## src/rtl/pipeline_hazard_ctrl_pkg.sv

```systemverilog
// Shared types and defaults for the pipeline sequencing controller.
package pipe_ctrl_pkg;

   localparam int unsigned MDU_LAT_DEF = 32;

   typedef enum logic [1:0] {
      RUN      = 2'd0,
      MDU_BUSY = 2'd1,
      MEM_WAIT = 2'd2
   } state_e;

endpackage

```

## src/rtl/pipeline_hazard_ctrl_mdu_countdown.sv

```systemverilog
// Down-counter holding the remaining execute cycles of an in-flight multi-cycle MDU op.
module mdu_countdown
   import pipe_ctrl_pkg::*;
#(
   parameter  int unsigned MDU_LAT = MDU_LAT_DEF,
   localparam int unsigned CW      = $clog2(MDU_LAT + 1)
) (
   input  logic          clock,
   input  logic          reset,
   input  logic          i_load,
   input  logic          i_dec,
   input  logic          i_clear,
   output logic [CW-1:0] o_cnt,
   output logic          o_done
);

   logic [CW-1:0] r_cnt;

   // Launch cycle is the first of MDU_LAT, so the busy phase counts MDU_LAT-1 down to 1.
   always_ff @(posedge clock or negedge reset) begin
      if (!reset) begin
         r_cnt <= '0;
      end else if (i_clear) begin
         r_cnt <= '0;
      end else if (i_load) begin
         r_cnt <= CW'(MDU_LAT - 1);
      end else if (i_dec && (r_cnt != '0)) begin
         r_cnt <= r_cnt - CW'(1);
      end
   end

   assign o_cnt  = r_cnt;
   assign o_done = i_dec && (r_cnt == CW'(1));

endmodule

```

## src/rtl/pipeline_hazard_ctrl.sv

```systemverilog
// Pipeline sequencing controller: per-stage stall/flush from branch, exception, load-use,
// multi-cycle MDU and data-memory wait events.
module pipeline_hazard_ctrl
   import pipe_ctrl_pkg::*;
#(
   parameter int unsigned MDU_LAT = MDU_LAT_DEF
) (
   input  logic       clock,
   input  logic       reset,
   input  logic       io_in_brTaken,
   input  logic       io_in_excpValid,
   input  logic       io_in_loadUse,
   input  logic       io_in_mduStart,
   input  logic       io_in_dmemReqValid,
   input  logic       io_in_dmemRespValid,
   output logic       io_out_fetch_stall,
   output logic       io_out_decode_stall,
   output logic       io_out_execute_stall,
   output logic       io_out_memory_stall,
   output logic       io_out_decode_flush,
   output logic       io_out_execute_flush,
   output logic       io_out_memory_flush,
   output logic       io_out_writeback_flush,
   output logic       io_out_mduDone,
   output logic       io_out_mduKill,
   output logic       io_out_dmemRespDrop,
   output logic [1:0] io_out_state
);

   localparam int unsigned CW = $clog2(MDU_LAT + 1);

   state_e        r_state, w_state_d;
   logic          r_mdu_pend, w_mdu_pend_d;
   logic          r_drop_pend, w_drop_pend_d;
   logic [CW-1:0] w_cnt;
   logic          w_cnt_load, w_cnt_dec, w_cnt_clear, w_cnt_done;
   logic          w_req_wait, w_ret_busy;

   assign w_req_wait  = io_in_dmemReqValid && !io_in_dmemRespValid;
   assign w_ret_busy  = r_mdu_pend && (w_cnt > CW'(1));
   assign w_cnt_clear = io_in_excpValid && (r_state != MEM_WAIT);
   assign w_cnt_load  = (r_state == RUN) && io_in_mduStart && !io_in_excpValid;
   // The MDU keeps running underneath a memory wait; only an exception outside MEM_WAIT stops it.
   assign w_cnt_dec   = (r_state == MEM_WAIT) ||
                        ((r_state == MDU_BUSY) && !io_in_excpValid);

   mdu_countdown #(
      .MDU_LAT (MDU_LAT)
   ) u_mdu_cnt (
      .clock   (clock),
      .reset   (reset),
      .i_load  (w_cnt_load),
      .i_dec   (w_cnt_dec),
      .i_clear (w_cnt_clear),
      .o_cnt   (w_cnt),
      .o_done  (w_cnt_done)
   );

   always_comb begin
      w_state_d     = r_state;
      w_mdu_pend_d  = r_mdu_pend;
      w_drop_pend_d = r_drop_pend;
      case (r_state)
         RUN: begin
            if (!io_in_excpValid) begin
               if (w_req_wait) begin
                  w_state_d    = MEM_WAIT;
                  w_mdu_pend_d = (w_cnt > CW'(1)) || w_cnt_load;
               end else if (w_cnt_load) begin
                  w_state_d = MDU_BUSY;
               end
            end
         end
         MDU_BUSY: begin
            if (io_in_excpValid) begin
               w_state_d = RUN;
            end else if (w_req_wait) begin
               w_state_d    = MEM_WAIT;
               w_mdu_pend_d = (w_cnt > CW'(1));
            end else if (w_cnt <= CW'(1)) begin
               w_state_d = RUN;
            end
         end
         MEM_WAIT: begin
            if (io_in_dmemRespValid) begin
               w_state_d     = w_ret_busy ? MDU_BUSY : RUN;
               w_mdu_pend_d  = 1'b0;
               w_drop_pend_d = 1'b0;
            end else if (io_in_excpValid) begin
               w_drop_pend_d = 1'b1;
            end
         end
         default: w_state_d = RUN;
      endcase
   end

   always_ff @(posedge clock or negedge reset) begin
      if (!reset) begin
         r_state     <= RUN;
         r_mdu_pend  <= 1'b0;
         r_drop_pend <= 1'b0;
      end else begin
         r_state     <= w_state_d;
         r_mdu_pend  <= w_mdu_pend_d;
         r_drop_pend <= w_drop_pend_d;
      end
   end

   // Outputs are gated by reset so random inputs during reset cannot leak stalls or flushes.
   always_comb begin
      io_out_fetch_stall     = 1'b0;
      io_out_decode_stall    = 1'b0;
      io_out_execute_stall   = 1'b0;
      io_out_memory_stall    = 1'b0;
      io_out_decode_flush    = 1'b0;
      io_out_execute_flush   = 1'b0;
      io_out_memory_flush    = 1'b0;
      io_out_writeback_flush = 1'b0;
      io_out_mduDone         = 1'b0;
      io_out_mduKill         = 1'b0;
      io_out_dmemRespDrop    = 1'b0;
      if (reset) begin
         io_out_mduDone = w_cnt_done;
         case (r_state)
            RUN: begin
               if (io_in_excpValid) begin
                  io_out_decode_flush  = 1'b1;
                  io_out_execute_flush = 1'b1;
                  io_out_memory_flush  = 1'b1;
                  io_out_mduKill       = (w_cnt != '0);
               end else if (io_in_brTaken) begin
                  io_out_decode_flush  = 1'b1;
                  io_out_execute_flush = 1'b1;
               end else if (io_in_loadUse) begin
                  io_out_fetch_stall   = 1'b1;
                  io_out_decode_stall  = 1'b1;
                  io_out_execute_flush = 1'b1;
               end
            end
            MDU_BUSY: begin
               if (io_in_excpValid) begin
                  io_out_decode_flush  = 1'b1;
                  io_out_execute_flush = 1'b1;
                  io_out_memory_flush  = 1'b1;
                  io_out_mduKill       = (w_cnt != '0);
               end else begin
                  io_out_fetch_stall   = 1'b1;
                  io_out_decode_stall  = 1'b1;
                  io_out_execute_stall = 1'b1;
                  io_out_memory_flush  = 1'b1;
               end
            end
            MEM_WAIT: begin
               io_out_fetch_stall     = !io_in_dmemRespValid;
               io_out_decode_stall    = !io_in_dmemRespValid;
               io_out_execute_stall   = !io_in_dmemRespValid || w_ret_busy;
               io_out_memory_stall    = !io_in_dmemRespValid;
               io_out_writeback_flush = !io_in_dmemRespValid;
               io_out_dmemRespDrop    = io_in_dmemRespValid && r_drop_pend;
               if (io_in_excpValid) begin
                  io_out_decode_flush  = 1'b1;
                  io_out_execute_flush = 1'b1;
                  io_out_memory_flush  = 1'b1;
               end
            end
            default: ;
         endcase
      end
   end

   assign io_out_state = r_state;

   a_mdu_start_in_run : assert property (@(posedge clock) disable iff (!reset)
      io_in_mduStart |-> (r_state == RUN));

endmodule

```

## config.mk

```make
export PLATFORM = sky130hd
export DESIGN_NAME = pipeline_hazard_ctrl
export DESIGN_NICKNAME = d
export VERILOG_FILES = /design/src/rtl/pipeline_hazard_ctrl_pkg.sv /design/src/rtl/pipeline_hazard_ctrl_mdu_countdown.sv /design/src/rtl/pipeline_hazard_ctrl.sv
export SDC_FILE = /design/constraint.sdc
export NUM_CORES = 1
export LEC_CHECK = 0
export CAP_MARGIN = 20
export CORE_MARGIN = 10
export CORE_UTILIZATION = 48
export CTS_CLUSTER_SIZE = 14
export DETAILED_ROUTE_END_ITERATION = 6
export PLACE_DENSITY_LB_ADDON = 0.05
export SYNTH_ARGS = -nofsm -noshare
export SYNTH_HDL_FRONTEND = slang
export SYNTH_SLANG_ARGS = --single-unit
```

## constraint.sdc

```tcl
create_clock -name clock -period 2.5 [get_ports clock]
set_input_delay 0.5 -clock clock [delete_from_list [all_inputs] [get_ports clock]]
set_output_delay 0.5 -clock clock [all_outputs]
set_load 0.05 [all_outputs]
```

==> results of run 1 <==
==> per-stage QoR <==
| stage | instances | total power [mW] | hold slack (ps) | setup TNS [ps] | utilization (%) |
|---|---|---|---|---|---|
| after detailed placement | 140 | 1.32 | 525 | 0 | 71.2 |
| final | 144 | 1.47 | 543 | 0 | 73.7 |
| after floorplan | 97 | 1.01 | 204 | -54.1 | - |
| after CTS | 144 | 1.45 | 539 | 0 | 72.8 |
| after global routing | 144 | 1.57 | 566 | 0 | 73.7 |
| after global placement | 140 | 1.29 | 505 | 0 | 71.2 |
==> worst paths after layout <==
check                           startpoint                   to  slack, ps  depth (start not counted)
max in group asynchronous            reset      io_out_state[1]       1790                          2
min reg2reg                     r_mdu_pend           r_mdu_pend        540                          1
max                        io_out_state[1]  io_out_decode_stall        110                          6
min                             r_mdu_pend           r_mdu_pend        540                          1
min in group asynchronous            reset   u_mdu_cnt.o_cnt[5]        580                          2
max reg2reg                io_out_state[1]   u_mdu_cnt.o_cnt[5]        430                          6
==> routing by layer <==
| layer | routed length [um] | track usage [%] | vias to the layer above |
|---|---|---|---|
| li1 | - | - | 408 |
| met2 | 1090 | 18.5 | 15 |
| met5 | 0 | 0 | - |
| met4 | 39 | 5.03 | 0 |
| met3 | 119 | 4.84 | 4 |
| met1 | 1030 | 14.3 | 377 |
==> what timing repair did <==
item / CTS / global route
endpoints found under the hold margin: 0 / 0
pin swaps: 0 / 1
gates resized for setup: 1 / 3
hold buffers: 0 / 0
endpoints found under the setup margin: 2 / 3
==> placed cells by master (no fill, tap or decap), types with 3 or more instances in the layout <==
master,count
buf_12,11
clkdlybuf4s50_1,9
a21oi_1,8
dfrtp_1,8
inv_1,6
nor2_1,6
nand2_1,6
ha_1,6
a211o_1,5
o31ai_1,4
buf_4,4
o21ai_0,3
clkbuf_4,3
==> logic make-up after synthesis <==
group	count (synthesis)
and+or+nand+nor	31
buffers and inverters	12
muxes	3
DFF	10
adders and majority gates	7
AOI/OAI and AO/OA	34
==> cell type report <==
class	instances	area, um2	share of cell area (%)
multi-input cells	75	599	47.1
repair buffers	24	340	26.7
flip-flops and latches	10	253	19.9
well taps	25	31.3	2.46
clock buffers	4	26.3	2.06
inverters	6	22.5	1.77
==> worst max-delay path: cells and delay by family (launching register included) <==
| family | cells | cell delay, ps |
|---|---|---|
| DFF | 1 | 430 |
| adders and majority gates | 1 | 250 |
| buffers and inverters | 2 | 310 |
| and+or+nand+nor | 2 | 390 |
| AOI/OAI and AO/OA | 1 | 240 |
==> sequential cells by signal, summed over array words and instances (netlist names) <==
name / cells
u_mdu_cnt.o_cnt: 6
r_drop_pend: 1
io_out_state: 2
r_mdu_pend: 1
==> power breakdown <==
group	internal (mW)	switching [mW]
combinational	0.461	0.547
sequential	0.233	0.112
clock	0.0617	0.0540
total	0.756	0.713
==> results.json, run 1 <==
{
  "gp_congestion": 0.811,
  "clk_transition_reported_paths_ps": 60,
  "max_slew.worst_pin.slew_ps": 530,
  "finalHoldViolCount": 0,
  "viasPerCell": 5.58,
  "fin_crit_sh_pct": 95.5,
  "synth_warnings": 0,
  "postCtsSetupBuffers": 0,
  "io_buffers": 20,
  "vias": 804,
  "crit_arrival_ps": 1890,
  "cp-end-kind": "output pin",
  "synth-xor-area-share_pct": 0,
  "synth_edf_count": 0,
  "wire_per_inst_um": 15.9,
  "layout-drive-gt1-share_pct": 29.4,
  "drv_cap": 0,
  "yosysUniqueCellTypes": 40,
  "initial_utilization_pct": 50.6,
  "synthesis.nets": 112,
  "yosys.area.top_type": "dfrtp_1",
  "die_w_um": 62.7,
  "synth_mux_area_share_pct": 4.15,
  "diodes": 0,
  "netlist_top_cells_count": "10 x a21oi_1, 10 x dfrtp_1, 8 x nor2_1",
  "placed_area_um2": 1230,
  "stdcell_area_um2": 1270,
  "synthAdderAreaFrac_pct": 10.0,
  "postSynth.asyncResetShare_pct": 100,
  "relSlewSlack_pct": 64.7,
  "ctsRootBufferMaster": "clkbuf_4",
  "worst_hold_path_type": "register to register",
  "critPathLaunchType": "register",
  "rsz0062_at_grt": "no",
  "synth_compound_area_share_pct": 28.1,
  "antenna_found_initial": 0,
  "cts_tree": "done",
  "coreArea_um2": 1730,
  "status": "finished, final reports clean",
  "rows": 15,
  "max-clock-path-buffers": 2,
  "nets": 135,
  "leakage_nw": 0.563,
  "setup_violations": 0,
  "yosysTopAreaCellShare_pct": 28.7,
  "p_per_area_nw_per_um2": 1150,
  "synth-simple-area-share_pct": 21.9,
  "syn_inst": 97,
  "grt_pass1_wl_mm": 3.90,
  "io_pins": 21,
  "yosysSeqAreaShare_pct": 28.7,
  "detail-route-antenna-nets": 0,
  "ys_top_cells_by_area": "dfrtp_1 29%, ha_1 10%, a21oi_1 5.7%",
  "final.setup.worst_slack_ps": 113,
  "drt-pass1-iter-count": 4,
  "ys.flop_type": "dfrtp_1",
  "drtIter0Drc": 19,
  "period_minus_slack_ps": 2390,
  "slowest_delay_ps": 430,
  "cts.sink_count": 10,
  "grtUsageTotal_pct": 12.0,
  "drv_slew": 0,
  "critPathRequiredTime_ps": 2000,
  "synth_top_family_by_area": "compound AO/OA/AOI/OAI gates",
  "clock.fmax_mhz": 419,
  "fillCellCount": 134,
  "clock_latency_ps": 270,
  "critPathSlowestCell": "dfrtp_2",
  "dpl_worst_slack_ps": 53.2,
  "cp_cell_sequence": "inv_1 -> ha_1 -> and2b_1 -> nor2_2 -> a21oi_4 -> buf_12",
  "numCtsBuffers": 3,
  "ys_ff_latch": 10,
  "dieArea_um2": 3930,
  "path_class": "register to output pin",
  "clock_skew_ps": 5.16,
  "syn_avg_cell_area_um2": 9.00,
  "h-tree-depth": 1,
  "overflow": 0,
  "drc_errors": 0,
  "area_delta_synth_final_pct": 45.7,
  "vdd_drop_max_v": 0.000751,
  "synth_area_um2": 873,
  "grt_max_degree": 11,
  "dpl.hpwl_mm": 1.87,
  "wirelength_mm": 2.28,
  "critPathMaxFanout": 6,
  "grt_pass1_vias": 797,
  "fp.dieH_um": 62.7
}
Note: power is estimated with default switching activity, not from simulation.
==> run 2: changes to the inputs <==
--- a/config.mk
+++ b/config.mk
@@ -11,6 +11,7 @@
 export CTS_CLUSTER_SIZE = 14
 export DETAILED_ROUTE_END_ITERATION = 6
 export PLACE_DENSITY_LB_ADDON = 0.05
+export SLEW_MARGIN = 15
 export SYNTH_ARGS = -nofsm -noshare
 export SYNTH_HDL_FRONTEND = slang
 export SYNTH_SLANG_ARGS = --single-unit
==> results of run 2 <==
Same layout as run 1: the final DEF is identical, and so are final timing and power.
